File: config.mk
export PLATFORM = sky130hd
export DESIGN_NAME = text_console_writer
export DESIGN_NICKNAME = d
export VERILOG_FILES = /design/src/rtl/text_console_writer.sv
export SDC_FILE = /design/constraint.sdc
export NUM_CORES = 1
export LEC_CHECK = 0
export ABC_AREA = 1
export CAP_MARGIN = 20
export CELL_PAD_IN_SITES_DETAIL_PLACEMENT = 0
export CELL_PAD_IN_SITES_GLOBAL_PLACEMENT = 1
export CORE_MARGIN = 10
export CORE_UTILIZATION = 40
export CTS_CLUSTER_DIAMETER = 60
export CTS_CLUSTER_SIZE = 12
export DETAILED_ROUTE_END_ITERATION = 8
export PLACE_DENSITY = 0.9
export SYNTH_ARGS = -nofsm -noshare
export SYNTH_HDL_FRONTEND = slang
export SYNTH_SLANG_ARGS = --single-unit
File: constraint.sdc
create_clock -name clk -period 5.3 [get_ports clk]
set_input_delay 0.795 -clock clk [delete_from_list [all_inputs] [get_ports clk]]
set_output_delay 0.795 -clock clk [all_outputs]
set_load 0.01 [all_outputs]
File: src/rtl/text_console_writer.sv
// Character-display feeder: turns CPU ASCII bytes into glyph codes and text-buffer
// writes, tracks the cursor and blanks rows and the whole screen.
module text_console_writer #(
  parameter int         COLS       = 80,
  parameter int         ROWS       = 30,
  parameter logic [3:0] BLANK_CODE = 4'h0
) (
  input  logic       clk,
  input  logic       rst_n,
  input  logic [7:0] char_in,
  input  logic       char_valid,
  output logic       char_ready,
  output logic [3:0] new_char,
  output logic [11:0] waddr,
  output logic       text_en,
  output logic [6:0] cursor_col,
  output logic [4:0] cursor_row,
  output logic       busy
);
  localparam int CELLS = COLS * ROWS;

  typedef enum logic [1:0] {IDLE, CLR_LINE, CLR_SCREEN} state_t;

  state_t      state, state_nx;
  logic [11:0] clr_idx, clr_idx_nx;
  logic [11:0] row_base, row_base_nx;
  logic [6:0]  col_nx;
  logic [4:0]  row_nx;
  logic        text_en_nx;
  logic [3:0]  new_char_nx;
  logic [11:0] waddr_nx;

  logic        accept, printable, last_row, last_col;
  logic [4:0]  next_row;
  logic [11:0] next_base, cur_addr;

  function automatic logic [3:0] glyph(input logic [7:0] b);
    if (b >= 8'h30 && b <= 8'h39)      glyph = 4'(b - 8'h30);
    else if (b >= 8'h41 && b <= 8'h46) glyph = 4'(b - 8'h37);
    else if (b >= 8'h61 && b <= 8'h66) glyph = 4'(b - 8'h57);
    else                               glyph = BLANK_CODE;
  endfunction

  assign char_ready = (state == IDLE);
  assign busy       = (state != IDLE);
  assign accept     = char_valid && char_ready;
  assign printable  = !(char_in < 8'h20 || char_in == 8'h7F);
  assign last_row   = (cursor_row == 5'(ROWS - 1));
  assign last_col   = (cursor_col == 7'(COLS - 1));
  assign next_row   = last_row ? 5'd0 : cursor_row + 5'd1;
  // row_base tracks row*COLS incrementally so no multiplier is needed
  assign next_base  = last_row ? 12'd0 : row_base + 12'(COLS);
  assign cur_addr   = row_base + {5'd0, cursor_col};

  always_comb begin
    state_nx    = state;
    clr_idx_nx  = clr_idx;
    row_base_nx = row_base;
    col_nx      = cursor_col;
    row_nx      = cursor_row;
    text_en_nx  = 1'b0;
    new_char_nx = new_char;
    waddr_nx    = waddr;
    case (state)
      IDLE: begin
        if (accept) begin
          case (char_in)
            8'h0A: begin
              col_nx      = 7'd0;
              row_nx      = next_row;
              row_base_nx = next_base;
              clr_idx_nx  = 12'd0;
              state_nx    = CLR_LINE;
            end
            8'h0D: col_nx = 7'd0;
            8'h08: begin
              if (cursor_col != 7'd0) begin
                col_nx      = cursor_col - 7'd1;
                text_en_nx  = 1'b1;
                new_char_nx = BLANK_CODE;
                waddr_nx    = cur_addr - 12'd1;
              end
            end
            8'h0C: begin
              col_nx      = 7'd0;
              row_nx      = 5'd0;
              row_base_nx = 12'd0;
              clr_idx_nx  = 12'd0;
              state_nx    = CLR_SCREEN;
            end
            default: begin
              if (printable) begin
                text_en_nx  = 1'b1;
                new_char_nx = glyph(char_in);
                waddr_nx    = cur_addr;
                if (last_col) begin
                  col_nx      = 7'd0;
                  row_nx      = next_row;
                  row_base_nx = next_base;
                  clr_idx_nx  = 12'd0;
                  state_nx    = CLR_LINE;
                end else begin
                  col_nx = cursor_col + 7'd1;
                end
              end
            end
          endcase
        end
      end
      // index runs one past the last cell so ready rises only after the final write
      CLR_LINE: begin
        if (clr_idx == 12'(COLS)) begin
          state_nx = IDLE;
        end else begin
          text_en_nx  = 1'b1;
          new_char_nx = BLANK_CODE;
          waddr_nx    = row_base + clr_idx;
          clr_idx_nx  = clr_idx + 12'd1;
        end
      end
      CLR_SCREEN: begin
        if (clr_idx == 12'(CELLS)) begin
          state_nx = IDLE;
        end else begin
          text_en_nx  = 1'b1;
          new_char_nx = BLANK_CODE;
          waddr_nx    = clr_idx;
          clr_idx_nx  = clr_idx + 12'd1;
        end
      end
      default: state_nx = IDLE;
    endcase
  end

  always_ff @(posedge clk) begin
    if (!rst_n) begin
      state      <= CLR_SCREEN;
      clr_idx    <= 12'd0;
      row_base   <= 12'd0;
      cursor_col <= 7'd0;
      cursor_row <= 5'd0;
      text_en    <= 1'b0;
      new_char   <= BLANK_CODE;
      waddr      <= 12'd0;
    end else begin
      state      <= state_nx;
      clr_idx    <= clr_idx_nx;
      row_base   <= row_base_nx;
      cursor_col <= col_nx;
      cursor_row <= row_nx;
      text_en    <= text_en_nx;
      new_char   <= new_char_nx;
      waddr      <= waddr_nx;
    end
  end

  // a stalled byte must be held steady by the source
  a_stable_stall: assert property (@(posedge clk) disable iff (!rst_n)
    (char_valid && !char_ready) |=> (!char_valid || $stable(char_in)));

endmodule
==> impl_metrics.csv, run 1 <==
group,metric,value,unit
grt,first_pass_grt_wire_length,19300,um
critical_path,crit_path_max_fanout,21,
floorplanning,initial_utilization,41.0,%
place,io_buffers,41,
floorplanning,die-area,15100,um2
critical_path,max_stage_delay,470,ps
critical_path,critical-path-slowest-cell,"sky130_fd_sc_hd__clkdlybuf4s50_1",
routing,routed-via-count,4299,
logic_synthesis,synth-edff-count,0,
place,dp.cells,808,
routing,detail_route.vias_per_cell,5.27,
floorplanning,placementRows,37,
cts,cts_setup_buffers,0,
logic_synthesis,netlist_instances,654,
final_layout,n_antenna_cell,0,
cts,clk_pin_slew_worst_paths,100,ps
logic_synthesis,number_of_library_cell_types_mapped_by_synthesis,42,
power,power.static_leakage,2.04,nW
routing,dr.first_iter.drc_count,280,
logic_synthesis,postSynthRegisterBits,51,
grt,grt_pass1_vias,4084,
floorplanning,io_pins,42,
timing,period_needed,3000,ps
timing,setup_repair_after_global_routing_missed_its_margin,"false",
routing,detail-route-antenna-nets,0,
cts,number_of_h_tree_branching_levels,2,
timing,slew_headroom,24.9,%
final_layout,synthToLayoutAreaGrowth,12.7,%
logic_synthesis,mean_post_synth_cell_area,6.45,um2
critical_path,required_time_at_the_endpoint_of_the_critical_path,5530,ps
floorplanning,placeable_core_region,10300,um2
power,p_per_area,239,nW/um2
logic_synthesis,synth.most_common_cell,"sky130_fd_sc_hd__nand2_1",
status,run_status,"complete, no violations",
cts,clock_path_buffers,2,
place,hpwl,8920,um
power,vdd_drop_max,0.000145,V
routing,drt-wirelength-per-cell,14.3,um
cts,cts.sink_count,51,
timing,fin_setup_tns,0,ps
timing,post-route-period-util,56.7,%
grt,grt_remaining_overflow,0,
logic_synthesis,yosys-top-cells-count,"sky130_fd_sc_hd__nand2_1 (162), sky130_fd_sc_hd__nor2_1 (66), sky130_fd_sc_hd__a21oi_1 (63), sky130_fd_sc_hd__inv_1 (59), sky130_fd_sc_hd__dfxtp_1 (51)",
power,power.share.switching,38.0,%
grt,grt_max_degree,30,
routing,drt_drc_violations_left,0,
final_layout,postLayoutCoreUtil,46.3,%
cts,tritoncts_clock_tree,"done",
power,internal_pwr_total,704,uW
logic_synthesis,yosys_warnings,0,
job,maxCapViolations,0,
timing,timing.fmax,0.333,GHz
grt,grt_antenna_before_repair,0,
critical_path,crit_arrival,3230,ps
logic_synthesis,mappedNetlistArea,4220,um2
critical_path,path_cells,"clkdlybuf4s50_1 -> inv_1 -> ha_1 -> nand3_2 -> nor2_8 -> nand2_1 -> nand2_1 -> nand2_1 -> nand2_1 -> nand2_2 -> inv_2 -> nand3_1 -> a21oi_1",
place,gp_congestion,0.856,
power,seqPwrFrac,40.4,%
logic_synthesis,synth_top_cell_area_share,24.2,%
logic_synthesis,ys_seq_area_share,24.2,%
power,clock_power_share,24.6,%
final_layout,fillCellCount,1100,
cts,postCtsHoldBufs,0,
logic_synthesis,netlist_top_cells_area,"sky130_fd_sc_hd__dfxtp_1 (24%), sky130_fd_sc_hd__nand2_1 (14%), sky130_fd_sc_hd__ha_1 (8.0%)",
timing,hold_ws,476,ps
timing,max_slew.worst_pin.slew,1120,ps
timing,final-hold-violation-count,0,
logic_synthesis,postSynth.asyncResetShare,0,%
power,combPwrFrac,35.0,%
timing,clock-skew-final,11.1,ps
power,power.net_switching,431,uW
timing,slew_violations,0,
grt,track_usage,15.5,%
logic_synthesis,yosys_most_used_dff,"sky130_fd_sc_hd__dfxtp_1",
final_layout,layout.nets,717,
power,post-layout-total-power,1.14,mW
cts,clock_tree.root_cell,"sky130_fd_sc_hd__clkbuf_8",
critical_path,critPathKind,"in -> reg",
routing,drt-pass1-iter-count,5,
floorplanning,die_w,123,um
logic_synthesis,synth_fp_nets,692,
min_path,min_path_type,"reg -> reg",
final_layout,final_cell_count_no_fill,815,
critical_path,crit_top_cell,"sky130_fd_sc_hd__nand2_1",
final_layout,layout_cell_share_with_drive_strength_beyond_1,7.22,%
cts,cts_inserted_buffers,5,
floorplanning,die_h,123,um
cts,cts_repair_resized_insts,0,
logic_synthesis,cell_accounting_for_the_most_synthesized_area,"sky130_fd_sc_hd__dfxtp_1",
critical_path,startpoint_type,"input pin",
timing,setup_viol,0,
cts,clock_insertion_delay_worst_skew,310,ps
routing,totalWireLength,11600,um
critical_path,crit_path_end_kind,"flip-flop",
==> worst paths after layout <==
kind                   start          end  slack (ps)  cells after the start
setup / recovery  char_in[0]  new_char[2]        2300                     13
hold / removal      waddr[9]     waddr[9]         480                      2
setup reg to reg    state[0]  new_char[2]        2430                     11
hold reg to reg     waddr[9]     waddr[9]         480                      2
==> layer usage <==
| layer | vias up | wire [um] | GRT usage [%] |
|---|---|---|---|
| met5 | - | 0 | 0 |
| met2 | 97 | 5560 | 26.7 |
| li1 | 2212 | - | - |
| met3 | 8 | 563 | 3.35 |
| met4 | 0 | 106 | 3.31 |
| met1 | 1982 | 5400 | 19.3 |
==> per-stage QoR <==
step / setup slack [ps] / area [um2]
5_1_grt: 2010 / 4750
3_3_place_gp: 2120 / 4650
2_1_floorplan: 3110 / 4220
6_report: 2300 / 4750
3_5_place_dp: 2000 / 4650
4_1_cts: 2320 / 4750
==> sequential cells by signal, indices dropped and copies added (netlist names) <==
| name | count |
|---|---|
| cursor_row | 5 |
| new_char | 4 |
| state | 2 |
| text_en | 1 |
| row_base | 8 |
| waddr | 12 |
| cursor_col | 7 |
| clr_idx | 12 |
==> final cells by class <==
cell class	count	area, um2	share of cell area, %
Timing Repair Buffer	41	410	8.63
Sequential cell	51	1020	21.5
Multi-Input combinational cell	511	2790	58.6
Clock inverter	2	37.5	0.790
Clock buffer	5	68.8	1.45
Tap cell	136	170	3.58
Inverter	69	259	5.45
==> kinds of logic (layout without fill, tap and decap cells) <==
family / after synthesis / after routing / share of synthesized area (%)
adder cells (fa/ha/maj): 27 / 27 / 8.01
AO/OA/AOI/OAI: 117 / 117 / 15.1
XOR/XNOR: 21 / 21 / 4.36
flip-flops: 51 / 51 / 24.2
AND/OR/NAND/NOR: 346 / 346 / 38.6
buffers and inverters: 92 / 117 / 9.73
==> worst max-delay path, delay by kind of cell <==
kind	cells	cell delay, ps
AND/OR/NAND/NOR	8	1020
buffers and inverters	3	1000
AO/OA/AOI/OAI	1	140
adder cells (fa/ha/maj)	1	270
==> power by group through the flow <==
stage | Combinational [mW] | Sequential [mW] | Clock [mW]
after floorplan | 0.271 | 0.462 | 0
after global placement | 0.385 | 0.465 | 0
after detailed placement | 0.394 | 0.466 | 0
after CTS | 0.396 | 0.458 | 0.283
after global routing | 0.445 | 0.463 | 0.297
final | 0.398 | 0.458 | 0.279
==> cells in the final DEF (no fill, tap or decap), types with 2 or more instances in the layout <==
master and instances:
sky130_fd_sc_hd__clkbuf_8 5, sky130_fd_sc_hd__inv_1 59, sky130_fd_sc_hd__clkdlybuf4s50_1 41, sky130_fd_sc_hd__nor3_1 17, sky130_fd_sc_hd__nand4_1 20, sky130_fd_sc_hd__nor3_2 3, sky130_fd_sc_hd__nand3b_1 5, sky130_fd_sc_hd__a21oi_1 63
sky130_fd_sc_hd__ha_1 27, sky130_fd_sc_hd__inv_2 9, sky130_fd_sc_hd__xnor2_1 4, sky130_fd_sc_hd__dfxtp_1 51, sky130_fd_sc_hd__or2_2 3, sky130_fd_sc_hd__nor2_2 5, sky130_fd_sc_hd__a211oi_2 2, sky130_fd_sc_hd__nand2_1 162
sky130_fd_sc_hd__o21ai_1 7, sky130_fd_sc_hd__o22ai_1 5, sky130_fd_sc_hd__xor2_1 17, sky130_fd_sc_hd__nand3_2 3, sky130_fd_sc_hd__o21ai_0 33, sky130_fd_sc_hd__nand2_2 7, sky130_fd_sc_hd__nor2_8 3, sky130_fd_sc_hd__nor2_1 66
sky130_fd_sc_hd__nor3b_1 3, sky130_fd_sc_hd__nand3_1 43
Power figures use the tool's default switching activity.
==> run 2: changes to the inputs <==
==> constraint.sdc (replaced) <==
create_clock -name clk -period 2.8 [get_ports clk]
set_input_delay 0.42 -clock clk [delete_from_list [all_inputs] [get_ports clk]]
set_output_delay 0.42 -clock clk [all_outputs]
set_load 0.01 [all_outputs]
==> run 2 against run 1 <==
  * Wire length increased by 1.2%
  * Core utilization increased by 0.84 points
  * Flip-flop and latch count unchanged
  * Combinational power increased by 98%
  * Power increased by 94%
  * Sequential share of layout area decreased by 0.38 points
  * Non-clock buffer count increased by 10
  * Critical endpoint is now new_char[3]
  * Largest cell class unchanged
  * Largest power group unchanged
==> impl_metrics.csv, run 2 (synthesized netlist as in run 1, its figures left out) <==
group,metric,value,unit
status,run_status,"complete, no violations",
grt,first_pass_grt_wire_length,19600,um
critical_path,crit_path_max_fanout,21,
cts,clock_tree.root_cell,"sky130_fd_sc_hd__clkbuf_8",
cts,number_of_h_tree_branching_levels,2,
power,p_per_area,455,nW/um2
critical_path,max_stage_delay,480,ps
power,power.share.switching,37.1,%
cts,cts_setup_buffers,0,
place,place_ws,48.9,ps
final_layout,layout_common_cells,"sky130_fd_sc_hd__nand2_1 (162), sky130_fd_sc_hd__nor2_1 (66), sky130_fd_sc_hd__a21oi_1 (63)",
critical_path,critical-path-slowest-cell,"sky130_fd_sc_hd__clkdlybuf4s50_1",
critical_path,required_time_at_the_endpoint_of_the_critical_path,3040,ps
place,gp_congestion,0.834,
floorplanning,io_pins,42,
grt,grt_remaining_overflow,0,
timing,period_needed,2460,ps
final_layout,finish.instance_area,4840,um2
timing,clock-skew-final,7.18,ps
power,power.net_switching,816,uW
floorplanning,die_w,123,um
routing,totalWireLength,11800,um
floorplanning,die_h,123,um
floorplanning,placeable_core_region,10300,um2
floorplanning,placementRows,37,
final_layout,reg_top3,"clr_idx x12, waddr x12, row_base x8",
routing,drt-pass1-iter-count,6,
final_layout,layout_commonest_cell,"sky130_fd_sc_hd__nand2_1",
critical_path,crit_arrival,2700,ps
timing,finalWorstSetupSlack,341,ps
timing,setup_viol,0,
timing,slew_headroom,63.4,%
timing,timing.fmax,0.407,GHz
cts,cts_inserted_buffers,5,
power,combPwrFrac,35.9,%
power,internal_pwr_total,1.39,mW
final_layout,synthToLayoutAreaGrowth,14.7,%
cts,tritoncts_clock_tree,"done",
critical_path,critical_path_buf_inv_count,3,
final_layout,layout_cell_share_with_drive_strength_beyond_1,8.70,%
cts,clk_pin_slew_worst_paths,100,ps
final_layout,n_antenna_cell,0,
job,maxCapViolations,0,
timing,max_slew.worst_pin.slew,543,ps
timing,fin_setup_tns,0,ps
routing,detail_route.vias_per_cell,5.26,
floorplanning,die-area,15100,um2
min_path,min_path_type,"reg -> reg",
grt,track_usage,15.8,%
final_layout,layout.nets,727,
grt,grt_pass1_vias,4114,
critical_path,crit_path_end_kind,"flip-flop",
critical_path,startpoint_type,"input pin",
routing,routed-via-count,4342,
routing,drt_drc_violations_left,0,
timing,setup_repair_after_global_routing_missed_its_margin,"false",
power,clock_power_share,25.1,%
critical_path,dominant_delay_contributor_by_cell_family_on_the_critical_path,"buffers and inverters",
critical_path,path_cells,"clkdlybuf4s50_1 -> inv_1 -> ha_1 -> nand3_2 -> nor2_8 -> nand2_1 -> nand2_1 -> nand2_1 -> nand2_1 -> nand2_2 -> inv_2 -> o21ai_1 -> a21oi_1",
timing,post-route-period-util,87.8,%
place,hpwl,9120,um
routing,detail-route-antenna-nets,0,
power,seqPwrFrac,39.0,%
cts,clock_insertion_delay_worst_skew,310,ps
critical_path,critPathKind,"in -> reg",
timing,hold_ws,472,ps
grt,grt_max_degree,22,
cts,postCtsHoldBufs,0,
cts,cts.sink_count,51,
cts,cts_repair_resized_insts,0,
critical_path,crit_top_cell,"sky130_fd_sc_hd__nand2_1",
cts,clock_path_buffers,2,
power,power.static_leakage,2.10,nW
power,vdd_drop_max,0.000277,V
routing,dr.first_iter.drc_count,328,
place,dpl_cell_area,4720,um2
routing,drt-wirelength-per-cell,14.2,um
timing,slew_violations,0,
timing,final-hold-violation-count,0,
grt,grt_antenna_before_repair,0,
floorplanning,initial_utilization,41.0,%
place,io_buffers,41,
[run 2: changes by cell type in the layout (fill, tap and decap cells not counted)]
cell                         previous run  this run
sky130_fd_sc_hd__buf_4                  0        10
sky130_fd_sc_hd__clkbuf_8               5         6
sky130_fd_sc_hd__clkinv_2               0         1
sky130_fd_sc_hd__clkinvlp_4             1         0
[run 2: layer usage]
| metal | part of all wire (%) | wire length (um) | track usage (%) |
|---|---|---|---|
| met1 | 46 | 5420 | 20.2 |
| met2 | 47 | 5550 | 26.7 |
| met3 | 5.3 | 625 | 2.62 |
| met4 | 1.4 | 167 | 4.34 |
| met5 | 0 | 0 | 0 |
[run 2: layout make-up]
cell class              count  area, um2
clock inverters             2       35.0
fillers                  1093       5440
flip-flops and latches     51       1020
inverters                  69        259
well taps                 136        170
multi-input cells         511       2790
clock buffers               6       82.6
repair buffers             51        485
[run 2: worst paths after layout]
check | start | endpoint | slack (ps) | cells past startpoint
setup / recovery | char_in[0] | new_char[3] | 340 | 13
hold / removal | waddr[9] | waddr[9] | 470 | 2
setup reg to reg | state[0] | new_char[3] | 560 | 11
hold reg to reg | waddr[9] | waddr[9] | 470 | 2
[run 2: worst register-to-register path: stages, from the launching register on]
cell,delay (ps)
sky130_fd_sc_hd__dfxtp_1,400
sky130_fd_sc_hd__inv_1,90
sky130_fd_sc_hd__ha_1,310
sky130_fd_sc_hd__inv_1,160
sky130_fd_sc_hd__nor2_1,80
sky130_fd_sc_hd__nor2_1,150
sky130_fd_sc_hd__nand2_1,90
sky130_fd_sc_hd__nor2_2,220
sky130_fd_sc_hd__nand2_2,90
sky130_fd_sc_hd__inv_2,320
sky130_fd_sc_hd__o21ai_1,130
sky130_fd_sc_hd__a21oi_1,150
[run 2: stage by stage]
step	utilization, %	std cells	total power, mW
3_5_place_dp	45.9	818	1.66
5_1_grt	47.1	826	2.34
4_1_cts	47.1	826	2.21
6_report	47.1	826	2.20
3_3_place_gp	45.9	818	1.64
2_1_floorplan	-	654	1.39
[run 2: power by group through the flow]
stage          logic, mW  registers [mW]  clock network [mW]
6_report           0.790           0.860               0.552
5_1_grt            0.874           0.869               0.599
4_1_cts            0.787           0.859               0.564
3_5_place_dp       0.785           0.875                   0
3_3_place_gp       0.770           0.874                   0
2_1_floorplan      0.512           0.874                   0
